--- src/rtl/imm_gen_pipe_if.sv ---
// imm_gen_pipe_if: decode-stage bundle, request side (in_*) and result side (out_*); slave = generator, master = driver
interface imm_gen_pipe_if #(parameter int XLEN = 32, parameter int TAG_W = 5);
  logic             in_valid;
  logic             in_ready;
  logic [31:0]      ins;
  logic [2:0]       imm_sel;
  logic [TAG_W-1:0] in_tag;
  logic             out_valid;
  logic             out_ready;
  logic [XLEN-1:0]  out_imm;
  logic             out_ill;
  logic [TAG_W-1:0] out_tag;
  modport slave (input in_valid, ins, imm_sel, in_tag, out_ready,
                 output in_ready, out_valid, out_imm, out_ill, out_tag);
  modport master (output in_valid, ins, imm_sel, in_tag, out_ready,
                  input in_ready, out_valid, out_imm, out_ill, out_tag);
endinterface

--- src/rtl/imm_gen_pipe.sv ---
// imm_gen_pipe: registered I/S/B/J/U/SHAMT immediate generator with 2-entry skid, flush and saturating illegal count (clk, rst_n, flush, ill_cnt, bus)
module imm_gen_pipe #(
  parameter int XLEN      = 32,
  parameter int TAG_W     = 5,
  parameter int ILL_CNT_W = 8
) (
  input  logic                 clk,
  input  logic                 rst_n,
  input  logic                 flush,
  output logic [ILL_CNT_W-1:0] ill_cnt,
  imm_gen_pipe_if.slave        bus
);
  logic             w_ill, w_acc, w_a_free, w_a_valid_nxt, w_b_valid_nxt;
  logic [XLEN-1:0]  w_imm;
  logic             r_a_valid, r_b_valid, r_ready, r_a_ill, r_b_ill;
  logic [XLEN-1:0]  r_a_imm, r_b_imm;
  logic [TAG_W-1:0] r_a_tag, r_b_tag;
  logic [ILL_CNT_W-1:0] r_ill_cnt;
  always_comb begin
    w_ill = bus.imm_sel == 3'b000 || bus.imm_sel == 3'b111;
    w_imm = bus.imm_sel == 3'b001 ? {{(XLEN-12){bus.ins[31]}}, bus.ins[31:20]} :
            bus.imm_sel == 3'b010 ? {{(XLEN-12){bus.ins[31]}}, bus.ins[31:25], bus.ins[11:7]} :
            bus.imm_sel == 3'b011 ? {{(XLEN-12){bus.ins[31]}}, bus.ins[7], bus.ins[30:25], bus.ins[11:8], 1'b0} :
            bus.imm_sel == 3'b100 ? {{(XLEN-20){bus.ins[31]}}, bus.ins[19:12], bus.ins[20], bus.ins[30:21], 1'b0} :
            bus.imm_sel == 3'b101 ? {{(XLEN-31){bus.ins[31]}}, bus.ins[30:12], 12'b0} :
            bus.imm_sel == 3'b110 ? {{(XLEN-6){1'b0}}, XLEN == 64 && bus.ins[25], bus.ins[24:20]} :
            '0;
    w_acc = bus.in_valid && r_ready && !flush;
    w_a_free = !r_a_valid || (r_a_valid && bus.out_ready);
    // a freed output slot drains the skid first; the skid fills only while the output slot is held
    w_a_valid_nxt = !flush && (w_a_free ? (r_b_valid || w_acc) : 1'b1);
    w_b_valid_nxt = !flush && !w_a_free && (r_b_valid || w_acc);
  end
  always_ff @(posedge clk or negedge rst_n) begin
    if (!rst_n) begin
      r_a_valid <= 1'b0;
      r_b_valid <= 1'b0;
      r_ready   <= 1'b0;
      r_a_imm   <= '0;
      r_a_ill   <= 1'b0;
      r_a_tag   <= '0;
      r_b_imm   <= '0;
      r_b_ill   <= 1'b0;
      r_b_tag   <= '0;
      r_ill_cnt <= '0;
    end else begin
      r_a_valid <= w_a_valid_nxt;
      r_b_valid <= w_b_valid_nxt;
      r_ready   <= !w_b_valid_nxt;
      if (w_a_free && r_b_valid) begin
        r_a_imm <= r_b_imm;
        r_a_ill <= r_b_ill;
        r_a_tag <= r_b_tag;
      end else if (w_a_free && w_acc) begin
        r_a_imm <= w_imm;
        r_a_ill <= w_ill;
        r_a_tag <= bus.in_tag;
      end
      if (!w_a_free && w_acc) begin
        r_b_imm <= w_imm;
        r_b_ill <= w_ill;
        r_b_tag <= bus.in_tag;
      end
      if (w_acc && w_ill && !(&r_ill_cnt)) r_ill_cnt <= r_ill_cnt + ILL_CNT_W'(1);
    end
  end
  assign bus.in_ready  = r_ready;
  assign bus.out_valid = r_a_valid;
  assign bus.out_imm   = r_a_imm;
  assign bus.out_ill   = r_a_ill;
  assign bus.out_tag   = r_a_tag;
  assign ill_cnt       = r_ill_cnt;
endmodule
--- src/flat_wrapper.sv ---
// flat-port wrapper written by rule: the top's interface ports become plain ports
module imm_gen_pipe_flat 
#(
  parameter int XLEN      = 32,
  parameter int TAG_W     = 5,
  parameter int ILL_CNT_W = 8
)
  (clk, rst_n, flush, ill_cnt, bus_in_valid, bus_ins, bus_imm_sel, bus_in_tag, bus_out_ready, bus_in_ready, bus_out_valid, bus_out_imm, bus_out_ill, bus_out_tag);
  imm_gen_pipe_if #(.XLEN(XLEN), .TAG_W(TAG_W)) bus_i ();
  input  logic clk;
  input  logic rst_n;
  input  logic flush;
  output logic [ILL_CNT_W-1:0] ill_cnt;
  input wire logic [$bits(bus_i.in_valid)-1:0] bus_in_valid;
  input wire logic [$bits(bus_i.ins)-1:0] bus_ins;
  input wire logic [$bits(bus_i.imm_sel)-1:0] bus_imm_sel;
  input wire logic [$bits(bus_i.in_tag)-1:0] bus_in_tag;
  input wire logic [$bits(bus_i.out_ready)-1:0] bus_out_ready;
  output wire logic [$bits(bus_i.in_ready)-1:0] bus_in_ready;
  output wire logic [$bits(bus_i.out_valid)-1:0] bus_out_valid;
  output wire logic [$bits(bus_i.out_imm)-1:0] bus_out_imm;
  output wire logic [$bits(bus_i.out_ill)-1:0] bus_out_ill;
  output wire logic [$bits(bus_i.out_tag)-1:0] bus_out_tag;
  assign bus_i.in_valid = bus_in_valid;
  assign bus_i.ins = bus_ins;
  assign bus_i.imm_sel = bus_imm_sel;
  assign bus_i.in_tag = bus_in_tag;
  assign bus_i.out_ready = bus_out_ready;
  assign bus_in_ready = bus_i.in_ready;
  assign bus_out_valid = bus_i.out_valid;
  assign bus_out_imm = bus_i.out_imm;
  assign bus_out_ill = bus_i.out_ill;
  assign bus_out_tag = bus_i.out_tag;
  imm_gen_pipe #(.XLEN(XLEN), .TAG_W(TAG_W), .ILL_CNT_W(ILL_CNT_W)) u_core (.clk(clk), .rst_n(rst_n), .flush(flush), .ill_cnt(ill_cnt), .bus(bus_i));
endmodule
--- config.mk ---
export PLATFORM = sky130hd
export DESIGN_NAME = imm_gen_pipe_flat
export DESIGN_NICKNAME = d
export VERILOG_FILES = /design/src/rtl/imm_gen_pipe_if.sv /design/src/rtl/imm_gen_pipe.sv /design/src/flat_wrapper.sv
export SDC_FILE = /design/constraint.sdc
export NUM_CORES = 1
export LEC_CHECK = 0
export BUFFER_PORTS_ARGS = -buffer_cell sky130_fd_sc_hd__buf_2
export CORE_MARGIN = 2
export CORE_UTILIZATION = 52
export DETAILED_ROUTE_END_ITERATION = 12
export GPL_ROUTABILITY_DRIVEN = 1
export GPL_TIMING_DRIVEN = 0
export PLACE_DENSITY = 0.77
export SETUP_SLACK_MARGIN = 0.4
export SLEW_MARGIN = 15
export SYNTH_ARGS = -nofsm -noshare
export SYNTH_HDL_FRONTEND = slang
export SYNTH_SLANG_ARGS = --single-unit
--- constraint.sdc ---
create_clock -name clk -period 2.2 [get_ports clk]
set_clock_uncertainty 0.2 [all_clocks]
set_input_delay 0.11 -clock clk [delete_from_list [all_inputs] [get_ports clk]]
set_output_delay 0.11 -clock clk [all_outputs]
set_load 0.1 [all_outputs]
==> After elaboration in Yosys (flattened, before gate mapping) <==
Cells that the tools add are included.
{ "totals": {"output_inout_bits": 48, "inputBits": 45, "reg_bits": 87} }
{ "op_classes": {"muxes": 13, "reduce_logical": 22, "n_addsub": 1, "eq_ne": 7} }
{ "ops": {"columns": ["op", "n"], "rows": [
  ["32-bit two-way mux", 7],
  ["5-bit two-way mux", 3],
  ["3-bit == test, second input constant", 4],
  ["1-bit logical AND", 11],
  ["8-bit by 1-bit adder with 8-bit output, second input constant", 1],
  ["8-bit AND reduction", 1],
  ["3-bit by 2-bit == test with 1-bit output, second input constant", 2],
  ["1-bit logical NOT", 5],
  ["3-bit by 1-bit == test with 1-bit output, second input constant", 1],
  ["3-bit logical NOT", 1],
  ["1-bit logical OR", 3],
  ["1-bit two-way mux", 3],
  ["2-bit nonzero test", 1]
]} }

==> Depth between registers and ports, before layout <==
{ "depth": {"ltp_word": 9, "mapped_depth": 7, "ltp_nobuf": 4} }

==> Worst setup path before layout <==
Ideal clock, no wire load.
{ "synth_timing": {"kind": "register to register", "start": "register u_core.r_a_valid (netlist: u_core.bus.out_valid)", "end": "register u_core.r_a_imm[27] (netlist: u_core.bus.out_imm[27])", "t_required_ps": 1868, "setup_time_ps": 132, "stages_incl_launch_ff": 7, "t_arrival_ps": 2016, "n_path_buf": 2, "setup_slack_ps": -148, "cell_sequence": "dfrtp_1 > nand2b_1 > and2_1 > buf_2 > buf_2 > o32ai_1 > o21ai_1"} }
{ "synth_via": {"elab_chain_cells": 4, "elab_cells_between_ends": 7, "cone_classes": "1 x mux; 6 x reduce/logical"} }
{ "synth_lines": {"columns": ["item", "line", "text"], "rows": [
  ["from (decl)", "imm_gen_pipe.sv:15", "logic r_a_valid, r_b_valid, r_ready, r_a_ill, r_b_ill;"],
  ["from (signal assigned)", "imm_gen_pipe.sv:47", "r_a_valid <= w_a_valid_nxt;"],
  ["1-bit logical NOT or 1-bit logical AND (tied branches)", "imm_gen_pipe.sv:29", "w_a_free = !r_a_valid || (r_a_valid && bus.out_ready);"],
  ["1-bit logical OR *", "imm_gen_pipe.sv:29", null],
  ["1-bit logical AND (on tied branches)", "imm_gen_pipe.sv:50, imm_gen_pipe.sv:54", null],
  ["32-bit two-way mux or 2-bit nonzero test (tied branches)", null, null],
  ["to (signal assigned)", "imm_gen_pipe.sv:51", "r_a_imm <= r_b_imm;"],
  ["to (signal assigned)", "imm_gen_pipe.sv:55", "r_a_imm <= w_imm;"],
  ["to (decl)", "imm_gen_pipe.sv:16", "logic [XLEN-1:0] r_a_imm, r_b_imm;"]
]} }
Every way passes the cells marked *; elsewhere a longest branch is shown, timed or not.
A chain may end at the register's enable or synchronous reset.

==> Worst setup path after layout <==
{ "layout_timing": {"start": "register u_core.r_a_valid (netlist: u_core.bus.out_valid)", "end": "register u_core.r_a_imm[2] (netlist: u_core.bus.out_imm[2])"} }
The elaborated chain is that of the path after synthesis.

==> flow_summary.toml <==
[status]
status = "complete, no violations"

[floorplanning]
die_h_um = 93.73
initial_core_util_pct = 53.90
core_um2 = 7767
die_area_um2 = 8784
fp-row-count = 32
io-pin-count = 93
dieWidth_um = 93.73

[global_route]
grt_use_met2_pct = 43.04
grt_overflow = 0
grt_pass1_vias = 3801
gr-usage-met1_pct = 36.98
met3_usage_pct = 4.414
antenna_found_initial = 0
grt_first_pass_wirelength_um = 18440
track_usage_pct = 26.87
gr-max-usage-layer = "met2"
grt_max_degree = 59

[logic_synthesis]
synth_largest_area_cell = "dfrtp_1"
yosys-top-cells-count = "122 x nand2_1, 87 x dfrtp_1, 38 x a21oi_1"
yosysUniqueCellTypes = 44
yosysSeqAreaShare_pct = 52.00
synth.area.top_cells = "dfrtp_1 52%, nand2_1 11%, a21oi_1 4.5%"
avgSynthCellArea_um2 = 8.965
synth_cells = 467
yosysTopAreaCellShare_pct = 52.00
async_reset_ff_share_pct = 100.0
ys.flop_type = "dfrtp_1"
synth-warning-count = 0
synth_seq_cells = 87
synth_edf_count = 0
synth_area_um2 = 4187
synth_fp_nets = 513
synth.most_common_cell = "nand2_1"

[final_layout]
synthToLayoutAreaGrowth_pct = 32.99
finalNetCount = 646
final_layout_size_suffix_gt1_share_pct = 28.10
multiInputGateArea_um2 = 1926
fillers = 605
regArea_um2 = 2212
fin_util_pct = 71.68
final_cells = 708

[clock_network]
cts_sinks = 87
cts_buffer_depth = 2
path_clk_slew_ns = 0.09
clkLatencyLatePin_ns = 0.36
root_buffer = "clkbuf_8"
h-tree-depth = 3
cts_tree = "built"
cts_made_buffers = 9

[routing]
viasPerCell = 5.599
drt_first_pass_iters = 5
vias = 3964
routed_wl_um = 11550
drt_iter0_drc = 305
route.detailed.drc = 0
wl_per_cell_um = 16.31
antenna_left = 0

[pwr]
ir_drop_mv = 0.7688
power_mw = 5.312
p_leak_nw = 2.678
power.density_nw_per_um2 = 954.0

[setup_path]
cp.arrival_ns = 1.80
crit_path_start_kind = "register"
worstPathRequired_ns = 2.26
crit_type = "reg2reg"
worstSetupEndpointType = "register"
cp_max_fo = 10

[sta]
tightest_slew_ns = 0.4995
rsz0062_at_grt = "true"
period_share_pct = 79.35
hold_viol = 0
timing.final.crit_period_ns = 1.746
setup_ws_ns = 0.4543
setup_violations = 0
final_max_slew_viol_count = 0
fmax_mhz = 572.8
max_slew_margin_pct = 66.93
setup_tns_ns = 0

[placement]
place_ws_ns = 0.2612
numPortBuffers = 84
place_hpwl_um = 7779
gp_congestion = 0.8746
dpl.cell_count = 654

[flow_run]
cap_violations = 0

[worst_hold_path]
hold_path_class = "in2async"
==> metrics by stage <==
stage	cell area (µm²)	hold slack, ns
2_1_floorplan	4325	-0.3856
3_3_place_gp	4873	0.08474
3_5_place_dp	4903	-0.1179
4_1_cts	5464	0.004510
5_1_grt	5565	0.06145
6_report	5568	0.02771
==> worst paths after layout <==
kind	start	endpoint	slack, ns	cells past startpoint
min in group clk	bus_ins[9]	u_core.r_b_imm[2]$_DFFE_PN0P_	0.03	5
setup reg to reg	u_core.bus.out_valid$_DFF_PN0_	u_core.bus.out_imm[2]$_DFFE_PN0P_	0.45	6
hold reg to reg	u_core.bus.out_imm[15]$_DFFE_PN0P_	u_core.bus.out_imm[15]$_DFFE_PN0P_	0.28	2
hold / removal	rst_n	u_core.r_b_ill$_DFFE_PN0P_	0.03	2
max in group asynchronous	rst_n	u_core.r_b_imm[3]$_DFFE_PN0P_	1.16	3
setup / recovery	u_core.bus.out_valid$_DFF_PN0_	u_core.bus.out_imm[2]$_DFFE_PN0P_	0.45	6
==> layout make-up <==
class                      count  area share, %
clock inverter                 6         0.9213
buffer                        38          4.764
clock buffer                  10          2.472
tap                          102          2.292
timing repair buffer         122          14.92
multi-input combinational    338          34.58
sequential                    87          39.73
antenna                        1        0.04494
inverter                       4         0.2697
==> state kept, by name, indices dropped and copies added, names as in the netlist <==
name and count:
u_core.bus.out_imm 32, u_core.bus.out_tag 5, u_core.bus.out_valid 1, u_core.r_b_imm 32
u_core.ill_cnt 8, u_core.bus.out_ill 1, u_core.r_b_ill 1, u_core.bus.in_ready 1
u_core.r_b_valid 1, u_core.r_b_tag 5
==> timing repair <==
| action | in CTS | in global routing |
|---|---|---|
| hold buffers | 35 | 0 |
| setup endpoints to repair | 31 | 82 |
| pin swaps | 0 | 6 |
| resized for setup | 8 | 33 |
| cloned | 0 | 0 |
| buffers inserted | 0 | 2 |
| endpoints found under the hold margin | 138 | 0 |
==> where the power goes <==
part	total, mW	internal, mW	switching, mW
sequential	2.12	1.92	0.198
combinational	2.12	0.449	1.67
clock	1.08	0.456	0.620
total	5.31	2.83	2.48
==> routing by layer <==
layer | up-vias | share of wire [%] | routed length, µm
li1 | 1897 | - | -
met1 | 1904 | 43 | 4998
met2 | 142 | 48 | 5582
met3 | 21 | 6.3 | 729
met4 | 0 | 2.0 | 236
met5 | - | 0 | 0
==> cell usage in the layout, fill, tap and decap left out, types with 13 or more instances in the layout <==
| cell type | Yosys | final |
|---|---|---|
| nand2_1 | 122 | 122 |
| buf_2 | 19 | 88 |
| dfrtp_1 | 87 | 77 |
| a21oi_1 | 38 | 36 |
| o21ai_1 | 34 | 33 |
| dlygate4sd3_1 | 0 | 31 |
| nor2_1 | 23 | 22 |
| o31ai_1 | 20 | 20 |
| nand3_1 | 13 | 13 |
==> worst max-delay path, cell delays in order (launching register included) <==
cell and delay, ns:
dfrtp_4 0.49, nand2b_4 0.12, and2_1 0.13, buf_4 0.19
buf_6 0.19, a211oi_1 0.06, o31ai_1 0.26
==> cell families after synthesis <==
logic type | after synthesis | share of synthesized area, %
buffers and inverters | 42 | 4.692
AO/OA/AOI/OAI | 136 | 19.99
multiplexers | 10 | 2.510
XOR/XNOR | 2 | 0.4185
adder cells (fa/ha/maj) | 1 | 0.2988
flip-flops | 87 | 52.00
AND/OR/NAND/NOR | 189 | 20.08
(Power assumes the default switching activity.)
